==> config.mk <==
export PLATFORM = sky130hd
export DESIGN_NAME = if_fetch_unit_flat
export DESIGN_NICKNAME = d
export VERILOG_FILES = /design/src/rtl/if_fetch_unit_if.sv /design/src/rtl/if_fetch_unit.sv /design/src/flat_wrapper.sv
export SDC_FILE = /design/constraint.sdc
export NUM_CORES = 1
export LEC_CHECK = 0
export ABC_AREA = 1
export CORE_MARGIN = 2
export CORE_UTILIZATION = 51
export CTS_BUF_LIST = sky130_fd_sc_hd__clkbuf_8
export CTS_CLUSTER_DIAMETER = 120
export DETAILED_ROUTE_END_ITERATION = 16
export PLACE_DENSITY_LB_ADDON = 0.08
export SLEW_MARGIN = 20
export SYNTH_ARGS = -nofsm -noshare
export SYNTH_HDL_FRONTEND = slang
export SYNTH_SLANG_ARGS = --single-unit
export TNS_END_PERCENT = 10
==> constraint.sdc <==
create_clock -name CLK -period 1.8 [get_ports CLK]
set_input_delay 0.45 -clock CLK [delete_from_list [all_inputs] [get_ports CLK]]
set_output_delay 0.45 -clock CLK [all_outputs]
set_load 0.01 [all_outputs]
==> src/rtl/if_fetch_unit_if.sv <==
// Instruction-memory request/acknowledge bus used by the fetch stage.
// The master issues a held request; the slave answers with ack and read data.
interface if_fetch_unit_if #(
    parameter int ADDR_W = 32,
    parameter int DATA_W = 32
);
    logic              IMEM_REQ;
    logic [ADDR_W-1:0] IMEM_ADDR;
    logic              IMEM_ACK;
    logic [DATA_W-1:0] IMEM_RDATA;

    modport master (
        output IMEM_REQ,
        output IMEM_ADDR,
        input  IMEM_ACK,
        input  IMEM_RDATA
    );

    modport slave (
        input  IMEM_REQ,
        input  IMEM_ADDR,
        output IMEM_ACK,
        output IMEM_RDATA
    );
endinterface

==> src/rtl/if_fetch_unit.sv <==
// Instruction-fetch stage: owns the PC, fetches over a req/ack bus, fills one output slot.
// Optional IF_ALIGN_CHECK_EN: word-align branch targets and flag misaligned ones.
module if_fetch_unit #(
    parameter int                ADDR_W   = 32,
    parameter int                DATA_W   = 32,
    parameter logic [ADDR_W-1:0] RESET_PC = '0
) (
    input  logic                 CLK,
    input  logic                 RESET,
    input  logic                 STALL,
    input  logic                 BRANCH_TAKEN,
    input  logic [ADDR_W-1:0]    BRANCH_TARGET,
    if_fetch_unit_if.master      imem,
    output logic [DATA_W-1:0]    INSTR_OUT,
    output logic [ADDR_W-1:0]    COUNTER_OUT,
    output logic                 VALID_OUT,
    output logic                 MISALIGN_OUT
);
    typedef enum logic [1:0] {
        IDLE,
        REQ,
        DRAIN
    } state_e;

    state_e            state_q, state_d;
    logic [ADDR_W-1:0] pc_q, pc_d;
    logic [ADDR_W-1:0] addr_q, addr_d;
    logic [ADDR_W-1:0] cnt_q, cnt_d;
    logic [DATA_W-1:0] instr_q, instr_d;
    logic              req_q, req_d;
    logic              valid_q, valid_d;
    logic [ADDR_W-1:0] tgt;
    logic              free_next;

    assign free_next = !valid_q || !STALL;

`ifdef IF_ALIGN_CHECK_EN
    logic mis_q, mis_d;

    assign tgt = {BRANCH_TARGET[ADDR_W-1:2], 2'b00};

    always_comb begin
        mis_d = mis_q | (BRANCH_TAKEN && (BRANCH_TARGET[1:0] != 2'b00));
    end

    always_ff @(posedge CLK) begin
        if (!RESET) mis_q <= 1'b0;
        else        mis_q <= mis_d;
    end

    assign MISALIGN_OUT = mis_q;
`else
    assign tgt          = BRANCH_TARGET;
    assign MISALIGN_OUT = 1'b0;
`endif

    always_comb begin
        state_d = state_q;
        pc_d    = pc_q;
        addr_d  = addr_q;
        cnt_d   = cnt_q;
        instr_d = instr_q;
        req_d   = req_q;
        valid_d = valid_q && STALL;
        unique case (state_q)
            IDLE: begin
                if (!BRANCH_TAKEN && free_next) begin
                    addr_d  = pc_q;
                    req_d   = 1'b1;
                    state_d = REQ;
                end
            end
            REQ: begin
                if (imem.IMEM_ACK) begin
                    req_d   = 1'b0;
                    state_d = IDLE;
                    if (!BRANCH_TAKEN) begin
                        instr_d = imem.IMEM_RDATA;
                        cnt_d   = addr_q + ADDR_W'(4);
                        valid_d = 1'b1;
                        pc_d    = pc_q + ADDR_W'(4);
                    end
                end else if (BRANCH_TAKEN) begin
                    state_d = DRAIN;
                end
            end
            DRAIN: begin
                // Old request must complete on the bus; its data is dropped.
                if (imem.IMEM_ACK) begin
                    req_d   = 1'b0;
                    state_d = IDLE;
                end
            end
            default: begin
                state_d = IDLE;
            end
        endcase
        if (BRANCH_TAKEN) begin
            pc_d    = tgt;
            valid_d = 1'b0;
        end
    end

    always_ff @(posedge CLK) begin
        if (!RESET) begin
            state_q <= IDLE;
            pc_q    <= RESET_PC;
            addr_q  <= RESET_PC;
            cnt_q   <= '0;
            instr_q <= '0;
            req_q   <= 1'b0;
            valid_q <= 1'b0;
        end else begin
            state_q <= state_d;
            pc_q    <= pc_d;
            addr_q  <= addr_d;
            cnt_q   <= cnt_d;
            instr_q <= instr_d;
            req_q   <= req_d;
            valid_q <= valid_d;
        end
    end

    assign imem.IMEM_REQ  = req_q;
    assign imem.IMEM_ADDR = addr_q;
    assign INSTR_OUT      = instr_q;
    assign COUNTER_OUT    = cnt_q;
    assign VALID_OUT      = valid_q;
endmodule

==> src/flat_wrapper.sv <==
// flat-port wrapper written by rule: the top's interface ports become plain ports
module if_fetch_unit_flat 
#(
    parameter int                ADDR_W   = 32,
    parameter int                DATA_W   = 32,
    parameter logic [ADDR_W-1:0] RESET_PC = '0
)
  (CLK, RESET, STALL, BRANCH_TAKEN, BRANCH_TARGET, INSTR_OUT, COUNTER_OUT, VALID_OUT, MISALIGN_OUT, imem_IMEM_REQ, imem_IMEM_ADDR, imem_IMEM_ACK, imem_IMEM_RDATA);
  if_fetch_unit_if #(.ADDR_W(ADDR_W), .DATA_W(DATA_W)) imem_i ();
  input  logic CLK;
  input  logic RESET;
  input  logic STALL;
  input  logic BRANCH_TAKEN;
  input  logic [ADDR_W-1:0] BRANCH_TARGET;
  output logic [DATA_W-1:0] INSTR_OUT;
  output logic [ADDR_W-1:0] COUNTER_OUT;
  output logic VALID_OUT;
  output logic MISALIGN_OUT;
  output wire logic [$bits(imem_i.IMEM_REQ)-1:0] imem_IMEM_REQ;
  output wire logic [$bits(imem_i.IMEM_ADDR)-1:0] imem_IMEM_ADDR;
  input wire logic [$bits(imem_i.IMEM_ACK)-1:0] imem_IMEM_ACK;
  input wire logic [$bits(imem_i.IMEM_RDATA)-1:0] imem_IMEM_RDATA;
  assign imem_IMEM_REQ = imem_i.IMEM_REQ;
  assign imem_IMEM_ADDR = imem_i.IMEM_ADDR;
  assign imem_i.IMEM_ACK = imem_IMEM_ACK;
  assign imem_i.IMEM_RDATA = imem_IMEM_RDATA;
  if_fetch_unit #(.ADDR_W(ADDR_W), .DATA_W(DATA_W), .RESET_PC(RESET_PC)) u_core (.CLK(CLK), .RESET(RESET), .STALL(STALL), .BRANCH_TAKEN(BRANCH_TAKEN), .BRANCH_TARGET(BRANCH_TARGET), .imem(imem_i), .INSTR_OUT(INSTR_OUT), .COUNTER_OUT(COUNTER_OUT), .VALID_OUT(VALID_OUT), .MISALIGN_OUT(MISALIGN_OUT));
endmodule
==> insert_results.sql, run 1 <==
INSERT INTO impl_metrics (metric_group, metric, value, unit) VALUES
('outcome', 'outcome', 'completed', ''),
('synth', 'synth_area_in_compound_gates', '15.5', '%'),
('synth', 'synth-edff-count', '0', ''),
('power_and_ir_drop', 'max-vdd-ir-drop', '0.556', 'mV'),
('timing', 'clock.fmax', '568', 'MHz'),
('routing', 'routedWlPerCell', '14.2', 'um'),
('routing', 'first_pass_iters', '6', ''),
('floorplanning', 'fp.coreArea', '12700', 'sq um'),
('timing', 'skew', '0.00578', 'ns'),
('grt', 'first_global_vias', '6458', ''),
('setup_path', 'timing.critical_path.required', '1.35', 'ns'),
('floorplanning', 'die_area', '14000', 'sq um'),
('cells_and_area', 'final_nets', '1242', ''),
('synth', 'synth_xor_xnor_area_share', '1.84', '%'),
('synth', 'muxShareOfSynthArea', '0', '%'),
('cells_and_area', 'final_layout_size_suffix_gt1_share', '11.4', '%'),
('cells_and_area', 'num-fill-cells', '1075', ''),
('cells_and_area', 'layout_common_cells', 'nand2_1, nor2_1, dfxtp_1', ''),
('timing', 'finalWorstPathRequiredPeriod', '1.76', 'ns'),
('setup_path', 'path_cells', 'clkdlybuf4s50_1', ''),
('setup_path', 'cp_slowest_cell', 'clkdlybuf4s50_1', ''),
('worst_hold_path', 'worstHoldPathType', 'reg -> reg', ''),
('cts', 'cts.htree.levels', '4', ''),
('synth', 'synthTopCellsByArea', 'dfxtp_1, nand2_1, nor2_1', ''),
('setup_path', 'crit_arrival', '1.31', 'ns'),
('synth', 'ys.flop_type', 'dfxtp_1', ''),
('synth', 'synth_cells', '984', ''),
('setup_path', 'worst_path_largest_cell_delay', '0.54', 'ns'),
('routing', 'detail_route.drc_violations', '0', ''),
('placement', 'postPlaceCellArea', '8730', 'sq um'),
('grt', 'globalRouteOverflowTotal', '0', ''),
('cts', 'tritoncts', 'done', ''),
('synth', 'yosysTopAreaCellShare', '39.7', '%'),
('synth', 'total_nets_after_synthesis', '1059', ''),
('synth', 'yosys_warnings', '0', ''),
('routing', 'antenna_violating_nets_post_route', '0', ''),
('cells_and_area', 'final_instance_area', '9250', 'sq um'),
('cts', 'cts_post_setup_buffers_inserted', '0', ''),
('placement', 'post-dp-hpwl', '14400', 'um'),
('timing', 'timing_hold_violations_final', '0', ''),
('placement', 'gp_congestion', '0.916', ''),
('power_and_ir_drop', 'p_per_area', '990', 'nW/um^2'),
('synth', 'synth_area_in_simple_gates', '32.1', '%'),
('power_and_ir_drop', 'leakagePower', '4.62', 'nW'),
('cts', 'cts.clk_slew.worst_paths', '0.07', 'ns'),
('cts', 'tritoncts_num_sinks', '132', ''),
('placement', 'pre_cts_slack', '-0.147', 'ns'),
('grt', 'grt_start_max_net_pins', '85', ''),
('routing', 'routed_via_density', '5.08', ''),
('grt', 'initial_antenna_violation_count', '0', ''),
('routing', 'vias', '6873', ''),
('flow_run', 'max_cap_violations', '0', ''),
('floorplanning', 'chipHeight', '118', 'um'),
('setup_path', 'cp_num_buf_inv', '1', ''),
('floorplanning', 'initial_core_util', '52.5', '%'),
('floorplanning', 'floorplan.rows', '41', ''),
('cells_and_area', 'multi_input_area', '3370', 'sq um'),
('cells_and_area', 'final_util', '73.0', '%'),
('setup_path', 'worst_setup_path_start_kind', 'register', ''),
('cells_and_area', 'antenna-diode-count', '0', ''),
('cts', 'clk_path_buf_depth', '2', ''),
('timing', 'layout_worst_path_cycle_share', '97.8', '%'),
('synth', 'mean_post_synth_cell_area', '6.76', 'sq um'),
('timing', 'setup-violations-final', '0', ''),
('synth', 'asyncSetResetFlopFracSynth', '0', '%'),
('cts', 'cts-root-buf', 'clkbuf_8', ''),
('synth', 'synthDistinctLibCells', '41', ''),
('synth', 'synth_seq_area_share', '39.7', '%'),
('setup_path', 'critical_path_sink_type', 'output port', ''),
('routing', 'detailedRoute.firstIterationViolations', '641', ''),
('timing', 'rsz0062_at_grt', 'true', '');
metrics by stage:
stage / total power, mW / cells
3_3_place_gp: 6.59 / 1320
3_5_place_dp: 6.65 / 1320
5_1_grt: 9.67 / 1352
4_1_cts: 9.22 / 1352
2_1_floorplan: 5.11 / 984
6_report: 9.16 / 1352
worst paths after layout:
path	startpoint	endpoint	slack (ns)	cells after the start
max	u_core.COUNTER_OUT[19]	COUNTER_OUT[19]	0.04	1
min	u_core.imem.IMEM_REQ	u_core.imem.IMEM_REQ	0.47	2
max reg2reg	u_core.state_q[1]	u_core.COUNTER_OUT[28]	0.16	12
min reg2reg	u_core.imem.IMEM_REQ	u_core.imem.IMEM_REQ	0.47	2
cell usage after synthesis, types with 8 or more instances:
cell	number
clkbuf_1	28
nor2_2	10
a21oi_1	56
a31oi_1	10
nand3_1	68
dfxtp_1	132
nor2_1	162
nand2_1	201
nor3_1	8
inv_1	106
xor2_1	12
nor2_4	8
buf_2	10
o21ai_0	97
nand4_1	9
flip-flops by register name, indices dropped and copies added, names as in the netlist:
register	count
u_core.COUNTER_OUT	32
u_core.INSTR_OUT	32
u_core.imem.IMEM_ADDR	32
u_core.pc_q	32
u_core.state_q	2
u_core.VALID_OUT	1
u_core.imem.IMEM_REQ	1
timing repair:
action | in CTS | in global routing
setup endpoints to repair | 48 | 76
pin swaps | 0 | 0
gates cloned | 0 | 0
hold buffers | 0 | 0
resized for setup | 62 | 47
final cells by class:
| cell class | instances | area share [%] |
|---|---|---|
| clock inverter | 14 | 2.02 |
| timing repair buffer | 209 | 23.1 |
| clock buffer | 18 | 2.68 |
| multi-input combinational | 694 | 36.5 |
| inverter | 113 | 4.61 |
| sequential | 132 | 28.8 |
| tap | 172 | 2.33 |
logic make-up (layout without fill, tap and decap cells):
group / after synthesis / count (layout)
AO/OA/AOI/OAI: 188 / 188
XOR/XNOR: 14 / 14
adder cells (fa/ha/maj): 6 / 6
buffers and inverters: 158 / 354
flip-flops: 132 / 132
other: 1 / 1
AND/OR/NAND/NOR: 485 / 485
report_power, final:
part	switching (mW)	total (mW)	leakage, nW	internal (mW)
clock	1.20	2.74	0.212	1.53
sequential	0.396	3.78	1.09	3.38
combinational	1.41	2.64	3.32	1.23
metal layers:
layer | GRT usage, % | wire length (um)
met1 | 35.2 | 8320
met2 | 46.0 | 9120
met3 | 5.31 | 1220
met4 | 11.1 | 538
met5 | 0 | 0
No activity file was read; power rests on OpenSTA's default activity.
==> inputs of run 2 (changes only) <==
--- a/config.mk
+++ b/config.mk
@@ -12,6 +12,7 @@
 export CTS_CLUSTER_DIAMETER = 120
 export DETAILED_ROUTE_END_ITERATION = 16
 export PLACE_DENSITY_LB_ADDON = 0.08
+export SETUP_SLACK_MARGIN = 0.4
 export SLEW_MARGIN = 20
 export SYNTH_ARGS = -nofsm -noshare
 export SYNTH_HDL_FRONTEND = slang
==> run 2 against run 1 <==
Compared with the run above:
- critical path depth grew 8
- critical path type is now reg -> reg
- die area did not move
- largest cell class unchanged
- clock-buffer cell count stayed put
- clock power barely moved
- global-route usage increased by 2.7 points
- non-clock buffer count is 53 higher
==> insert_results.sql, run 2 (synthesis gave the netlist of run 1 again) <==
INSERT INTO impl_metrics (metric_group, metric, value, unit) VALUES
('timing', 'skew', '0.0142', 'ns'),
('placement', 'gp_congestion', '0.938', ''),
('timing', 'layout_setup_ws', '0.213', 'ns'),
('cells_and_area', 'final_nets', '1295', ''),
('timing', 'layout_worst_path_cycle_share', '88.2', '%'),
('setup_path', 'cp_max_fo', '3', ''),
('timing', 'rsz0062_at_grt', 'true', ''),
('floorplanning', 'floorplan.io_pins', '168', ''),
('setup_path', 'crit_arrival', '1.96', 'ns'),
('placement', 'buffer_ports.inserted', '166', ''),
('placement', 'pre_cts_slack', '-0.130', 'ns'),
('placement', 'post-dp-hpwl', '15000', 'um'),
('routing', 'detailedRoute.firstIterationViolations', '649', ''),
('cells_and_area', 'antenna-diode-count', '0', ''),
('cts', 'clk_path_buf_depth', '2', ''),
('floorplanning', 'die_width', '118', 'um'),
('routing', 'routedWlPerCell', '16.7', 'um'),
('cts', 'cts.clk_slew.worst_paths', '0.08', 'ns'),
('floorplanning', 'floorplan.rows', '41', ''),
('timing', 'finalWorstPathRequiredPeriod', '1.59', 'ns'),
('timing', 'timing_hold_violations_final', '0', ''),
('grt', 'initial_antenna_violation_count', '0', ''),
('setup_path', 'timing.critical_path.required', '2.17', 'ns'),
('setup_path', 'cp_num_buf_inv', '1', ''),
('floorplanning', 'chipHeight', '118', 'um'),
('routing', 'vias', '7583', ''),
('floorplanning', 'initial_core_util', '52.5', '%'),
('timing', 'clock.fmax', '630', 'MHz'),
('cts', 'cts_made_buffers', '17', ''),
('outcome', 'outcome', 'completed', ''),
('timing', 'setup-violations-final', '0', ''),
('grt', 'grt_start_max_net_pins', '85', ''),
('timing', 'report.final.slew_viol_count', '0', ''),
('cts', 'tritoncts_num_sinks', '132', ''),
('grt', 'grt_pass1_wl', '34300', 'um'),
('setup_path', 'critical_path_class', 'reg -> reg', ''),
('grt', 'global_route.usage.total', '30.4', '%'),
('routing', 'wirelength', '23400', 'um'),
('placement', 'postPlaceCellArea', '8740', 'sq um'),
('routing', 'routed_via_density', '5.40', ''),
('setup_path', 'worst_setup_path_start_kind', 'register', ''),
('timing', 'hold-worst-slack', '0.349', 'ns'),
('flow_run', 'max_cap_violations', '0', ''),
('power_and_ir_drop', 'design_power_total', '10.1', 'mW'),
('cts', 'cts-root-buf', 'clkbuf_8', ''),
('grt', 'first_global_vias', '6853', ''),
('cts', 'cts.htree.levels', '4', ''),
('setup_path', 'worst_path_largest_cell_delay', '0.39', 'ns'),
('power_and_ir_drop', 'p_per_area', '986', 'nW/um^2'),
('routing', 'first_pass_iters', '7', ''),
('power_and_ir_drop', 'max-vdd-ir-drop', '0.645', 'mV'),
('power_and_ir_drop', 'leakagePower', '4.21', 'nW'),
('cells_and_area', 'final_instance_area', '10200', 'sq um'),
('grt', 'globalRouteOverflowTotal', '0', ''),
('setup_path', 'cp_slowest_cell', 'dfxtp_2', ''),
('setup_path', 'critical-path-top-cell-by-count', 'nand2_1', ''),
('cells_and_area', 'final_common_cell', 'nand2_1', ''),
('setup_path', 'path_cells', 'nand2_1 > nor2_4 > nand4_1 > nor2_1 > nand2_1 > nand2_1 > nand3_1 > nand2_1 > inv_1', ''),
('setup_path', 'critical_path_sink_type', 'register', ''),
('cells_and_area', 'area_delta_synth_final', '53.3', '%'),
('worst_hold_path', 'worstHoldPathType', 'in -> reg', ''),
('cells_and_area', 'layout_common_cells', 'nand2_1, nor2_1, inv_1', ''),
('setup_path', 'cp_top_family', 'simple AND/OR/NAND/NOR gates', ''),
('floorplanning', 'fp.coreArea', '12700', 'sq um'),
('routing', 'detail_route.drc_violations', '0', ''),
('cells_and_area', 'final_layout_size_suffix_gt1_share', '31.3', '%'),
('floorplanning', 'die_area', '14000', 'sq um'),
('cts', 'clkLatencyLatePin', '0.47', 'ns'),
('cts', 'tritoncts', 'done', ''),
('routing', 'antenna_violating_nets_post_route', '0', '');
==> run 2: changes by cell type in the layout (fill, tap and decap cells not counted), sizes merged <==
| cell | delta |
|---|---|
| clkinvlp | +1 |
| dlymetal6s2s | -46 |
| dlygate4sd2 | -47 |
| inv | +1 |
| clkdlybuf4s15 | +68 |
| bufbuf | +1 |
| bufinv | -1 |
| clkdlybuf4s50 | -5 |
| clkinv | -1 |
| clkbuf | +2 |
| buf | +80 |
==> run 2: final timing paths <==
check,cells past startpoint,start,to,slack (ns)
worst max-delay path,9,u_core.imem.IMEM_ADDR[12],u_core.COUNTER_OUT[19],0.21
worst min register to register,2,u_core.imem.IMEM_ADDR[1],u_core.COUNTER_OUT[1],0.47
worst min-delay path,3,RESET,u_core.pc_q[5],0.35
worst max register to register,9,u_core.imem.IMEM_ADDR[12],u_core.COUNTER_OUT[19],0.21
==> run 2: metal layers <==
| layer | global-route usage, % | part of all wire, % |
|---|---|---|
| met3 | 5.21 | 7.0 |
| met1 | 38.4 | 41 |
| met5 | 0 | 0 |
| met2 | 51.2 | 48 |
| met4 | 12.4 | 3.6 |
==> run 2: what timing repair did <==
item,CTS,global route
setup endpoints to repair,193,219
resized for setup,403,133
pin swaps,7,41
buffers inserted,28,19
cloned,2,2
hold buffers,0,0
==> run 2: stage by stage <==
| step | instances | util (%) | TNS [ns] |
|---|---|---|---|
| final | 1405 | 80.5 | 0 |
| after global routing | 1405 | 80.5 | 0 |
| after CTS | 1384 | 76.0 | 0 |
| after detailed placement | 1322 | 69.0 | -4.81 |
| after global placement | 1322 | 69.0 | -1.41 |
| after floorplan | 984 | - | 0 |
==> run 2: final cells by class <==
type,instances,area (sq um)
Fill cell,899,2470
Clock buffer,18,248
Clock inverter,14,178
Sequential cell,132,2760
Multi-Input combinational cell,694,3750
Tap cell,172,215
Inverter,113,444
Timing Repair Buffer,262,2610
==> run 2: report_power, final <==
part	switching [mW]	leakage, nW	internal [mW]	total (mW)
Clock	1.28	0.208	1.42	2.71
Combinational	1.81	2.89	1.66	3.46
Sequential	0.445	1.11	3.44	3.89
==> run 2: worst min-delay path: cells and delay by family <==
family,cells,cell delay (ns)
AOI/OAI and AO/OA,1,0.06
buffers and inverters,2,0.24
==> inputs of run 3 (changes only) <==
--- a/config.mk
+++ b/config.mk
@@ -12,7 +12,6 @@
 export CTS_CLUSTER_DIAMETER = 120
 export DETAILED_ROUTE_END_ITERATION = 16
 export PLACE_DENSITY_LB_ADDON = 0.08
-export SETUP_SLACK_MARGIN = 0.4
 export SLEW_MARGIN = 20
 export SYNTH_ARGS = -nofsm -noshare
 export SYNTH_HDL_FRONTEND = slang
==> constraint.sdc (replaced) <==
create_clock -name CLK -period 1.8 [get_ports CLK]
set_input_delay 0.36 -clock CLK [delete_from_list [all_inputs] [get_ports CLK]]
set_output_delay 0.36 -clock CLK [all_outputs]
set_load 0.01 [all_outputs]
==> run 3 against run 2 <==
Compared with the run above:
- final cell count down 4.4%
- flip-flop and latch count unchanged
- setup slack worse by 0.18 ns
- worst hold slack better by 0.071 ns
- largest cell class unchanged
- utilization down 8.4 points
- sequential share of layout area up 2.1 points
- clock power up 8.5%
==> insert_results.sql, run 3 (synthesis gave the netlist of run 1 again) <==
INSERT INTO impl_metrics (metric_group, metric, value, unit) VALUES
('cells_and_area', 'final_common_cell', 'nand2_1', ''),
('setup_path', 'setup.reg_to_reg.worst_slack', '0.16', 'ns'),
('setup_path', 'regToRegStartpoint', 'u_core.state_q[1]', ''),
('setup_path', 'regToRegEndpoint', 'u_core.INSTR_OUT[31]', ''),
('grt', 'grt_start_max_net_pins', '48', ''),
('cts', 'tritoncts', 'done', ''),
('power_and_ir_drop', 'max-vdd-ir-drop', '0.633', 'mV'),
('setup_path', 'worstSetupStartpoint', 'u_core.imem.IMEM_ADDR[18]', ''),
('placement', 'gp_congestion', '0.956', ''),
('cts', 'cts.htree.levels', '4', ''),
('grt', 'first_global_vias', '6461', ''),
('grt', 'grt_pass1_wl', '31700', 'um'),
('placement', 'pre_cts_slack', '-0.0502', 'ns'),
('routing', 'routedWlPerCell', '14.3', 'um'),
('timing', 'skew', '0.0105', 'ns'),
('routing', 'detail_route.drc_violations', '0', ''),
('cells_and_area', 'final_util', '72.1', '%'),
('timing', 'clock.fmax', '567', 'MHz'),
('cells_and_area', 'area_delta_synth_final', '37.3', '%'),
('cells_and_area', 'final_instance_area', '9140', 'sq um'),
('power_and_ir_drop', 'p_per_area', '1030', 'nW/um^2'),
('routing', 'antenna_violating_nets_post_route', '0', ''),
('timing', 'rsz0062_at_grt', 'true', ''),
('setup_path', 'path_cells', 'clkdlybuf4s50_1', ''),
('setup_path', 'reg2regPathDepth', '10', ''),
('routing', 'detailedRoute.firstIterationViolations', '514', ''),
('routing', 'wirelength', '19200', 'um'),
('flow_run', 'max_cap_violations', '0', ''),
('timing', 'layout_setup_ws', '0.0353', 'ns'),
('grt', 'initial_antenna_violation_count', '0', ''),
('timing', 'report.final.slew_viol_count', '0', ''),
('power_and_ir_drop', 'leakagePower', '3.70', 'nW'),
('cells_and_area', 'layout_common_cells', 'nand2_1, nor2_1, clkdlybuf4s50_1', ''),
('timing', 'finalWorstPathRequiredPeriod', '1.76', 'ns'),
('setup_path', 'worst_path_largest_cell_delay', '0.55', 'ns'),
('floorplanning', 'initial_core_util', '52.5', '%'),
('power_and_ir_drop', 'design_power_total', '9.45', 'mW'),
('cts', 'cts_made_buffers', '17', ''),
('setup_path', 'timing.critical_path.required', '1.44', 'ns'),
('routing', 'first_pass_iters', '7', ''),
('cts', 'clk_path_buf_depth', '2', ''),
('grt', 'globalRouteOverflowTotal', '0', ''),
('setup_path', 'critical_path_class', 'reg -> out', ''),
('worst_hold_path', 'hold_path_depth', '5', ''),
('cts', 'cts.clk_slew.worst_paths', '0.08', 'ns'),
('floorplanning', 'die_width', '118', 'um'),
('floorplanning', 'chipHeight', '118', 'um'),
('floorplanning', 'fp.coreArea', '12700', 'sq um'),
('cells_and_area', 'antenna-diode-count', '0', ''),
('setup_path', 'cp_num_buf_inv', '1', ''),
('grt', 'global_route.usage.total', '28.1', '%'),
('cts', 'tritoncts_num_sinks', '132', ''),
('cts', 'clkLatencyLatePin', '0.45', 'ns'),
('setup_path', 'cp_slowest_cell', 'clkdlybuf4s50_1', ''),
('worst_hold_path', 'whs_endpoint', 'u_core.COUNTER_OUT[14]', ''),
('floorplanning', 'floorplan.rows', '41', ''),
('outcome', 'outcome', 'completed', ''),
('routing', 'routed_via_density', '5.13', ''),
('worst_hold_path', 'worstHoldPathType', 'in -> reg', ''),
('floorplanning', 'floorplan.io_pins', '168', ''),
('setup_path', 'critical_path_sink_type', 'output port', ''),
('cells_and_area', 'final_nets', '1233', ''),
('placement', 'postPlaceCellArea', '8630', 'sq um'),
('cells_and_area', 'final_layout_size_suffix_gt1_share', '10.8', '%'),
('timing', 'timing_hold_violations_final', '0', ''),
('cts', 'cts-root-buf', 'clkbuf_8', ''),
('placement', 'buffer_ports.inserted', '166', ''),
('setup_path', 'cp_max_fo', '6', ''),
('cells_and_area', 'num-fill-cells', '1106', ''),
('routing', 'vias', '6888', ''),
('setup_path', 'cp_top_family', 'buffers and inverters', ''),
('floorplanning', 'die_area', '14000', 'sq um'),
('setup_path', 'crit_arrival', '1.40', 'ns'),
('worst_hold_path', 'holdCritStartpoint', 'RESET', ''),
('timing', 'layout_worst_path_cycle_share', '98.0', '%'),
('setup_path', 'worst_setup_path_start_kind', 'register', ''),
('timing', 'setup-violations-final', '0', ''),
('placement', 'post-dp-hpwl', '14400', 'um');
## run 3: cell count changes in the layout (fill, tap and decap cells not counted), moves of 14 or more
cell	before	now
nor2_2	24	10
dfxtp_2	35	14
dfxtp_4	20	1
dfxtp_1	77	117
nand2_1	178	201
clkdlybuf4s50_1	67	153
buf_4	76	29
nand2_2	20	5
o21ai_0	83	97
buf_6	25	0
clkdlybuf4s15_2	58	0
nor2_4	24	8
nor2_1	132	162
## run 3: worst min-delay path, cell delays in order
cell and delay [ns]:
buf_2 0.10, inv_1 0.15, nor2_1 0.13, o21ai_1 0.06
inv_1 0.04
## run 3: how the worst max path moves through the flow
| stage | cells after the start | slack, ns | to |
|---|---|---|---|
| after floorplan | 8 | 0.24 | u_core.COUNTER_OUT[18] |
| after global placement | 8 | -0.02 | u_core.pc_q[11] |
| after detailed placement | 8 | -0.05 | u_core.pc_q[19] |
| after CTS | 1 | 0.006 | imem_IMEM_ADDR[27] |
| after global routing | 9 | -0.01 | u_core.pc_q[26] |
| final | 1 | 0.04 | imem_IMEM_ADDR[18] |
## run 3: final cells by class
| type | count | area, sq um | share of cell area (%) |
|---|---|---|---|
| Clock buffer | 18 | 248 | 2.71 |
| Multi-Input combinational cell | 694 | 3380 | 37.0 |
| Inverter | 113 | 430 | 4.71 |
| Tap cell | 172 | 215 | 2.35 |
| Sequential cell | 132 | 2660 | 29.1 |
| Clock inverter | 14 | 223 | 2.44 |
| Timing Repair Buffer | 200 | 1980 | 21.7 |
## run 3: repair_timing
action / in CTS / in global routing
endpoints found under the setup margin: 20 / 11
hold buffers: 0 / 0
buffers inserted: 0 / 0
resized for setup: 21 / 9
hold endpoints to repair: 0 / 0
## run 3: through the flow
| stage | setup TNS (ns) | instances | hold slack, ns |
|---|---|---|---|
| floorplan | 0 | 984 | 0.472 |
| global route | -0.00984 | 1343 | 0.437 |
| CTS | 0 | 1343 | 0.404 |
| detailed placement | -0.414 | 1311 | 0.464 |
| finish | 0 | 1343 | 0.421 |
| global placement | -0.128 | 1311 | 0.461 |
## run 3: power by group
part           internal [mW]  switching (mW)  leakage [nW]
combinational           1.31            1.41          2.38
clock                   1.70            1.24         0.231
sequential              3.38           0.407          1.09
## run 3: per-layer routing
layer	part of all wire [%]	vias to the layer above	track usage, %
met1	44	3094	35.6
li1	-	3513	-
met3	5.9	44	5.31
met4	3.1	0	11.3
met5	0	-	0
met2	47	237	46.8
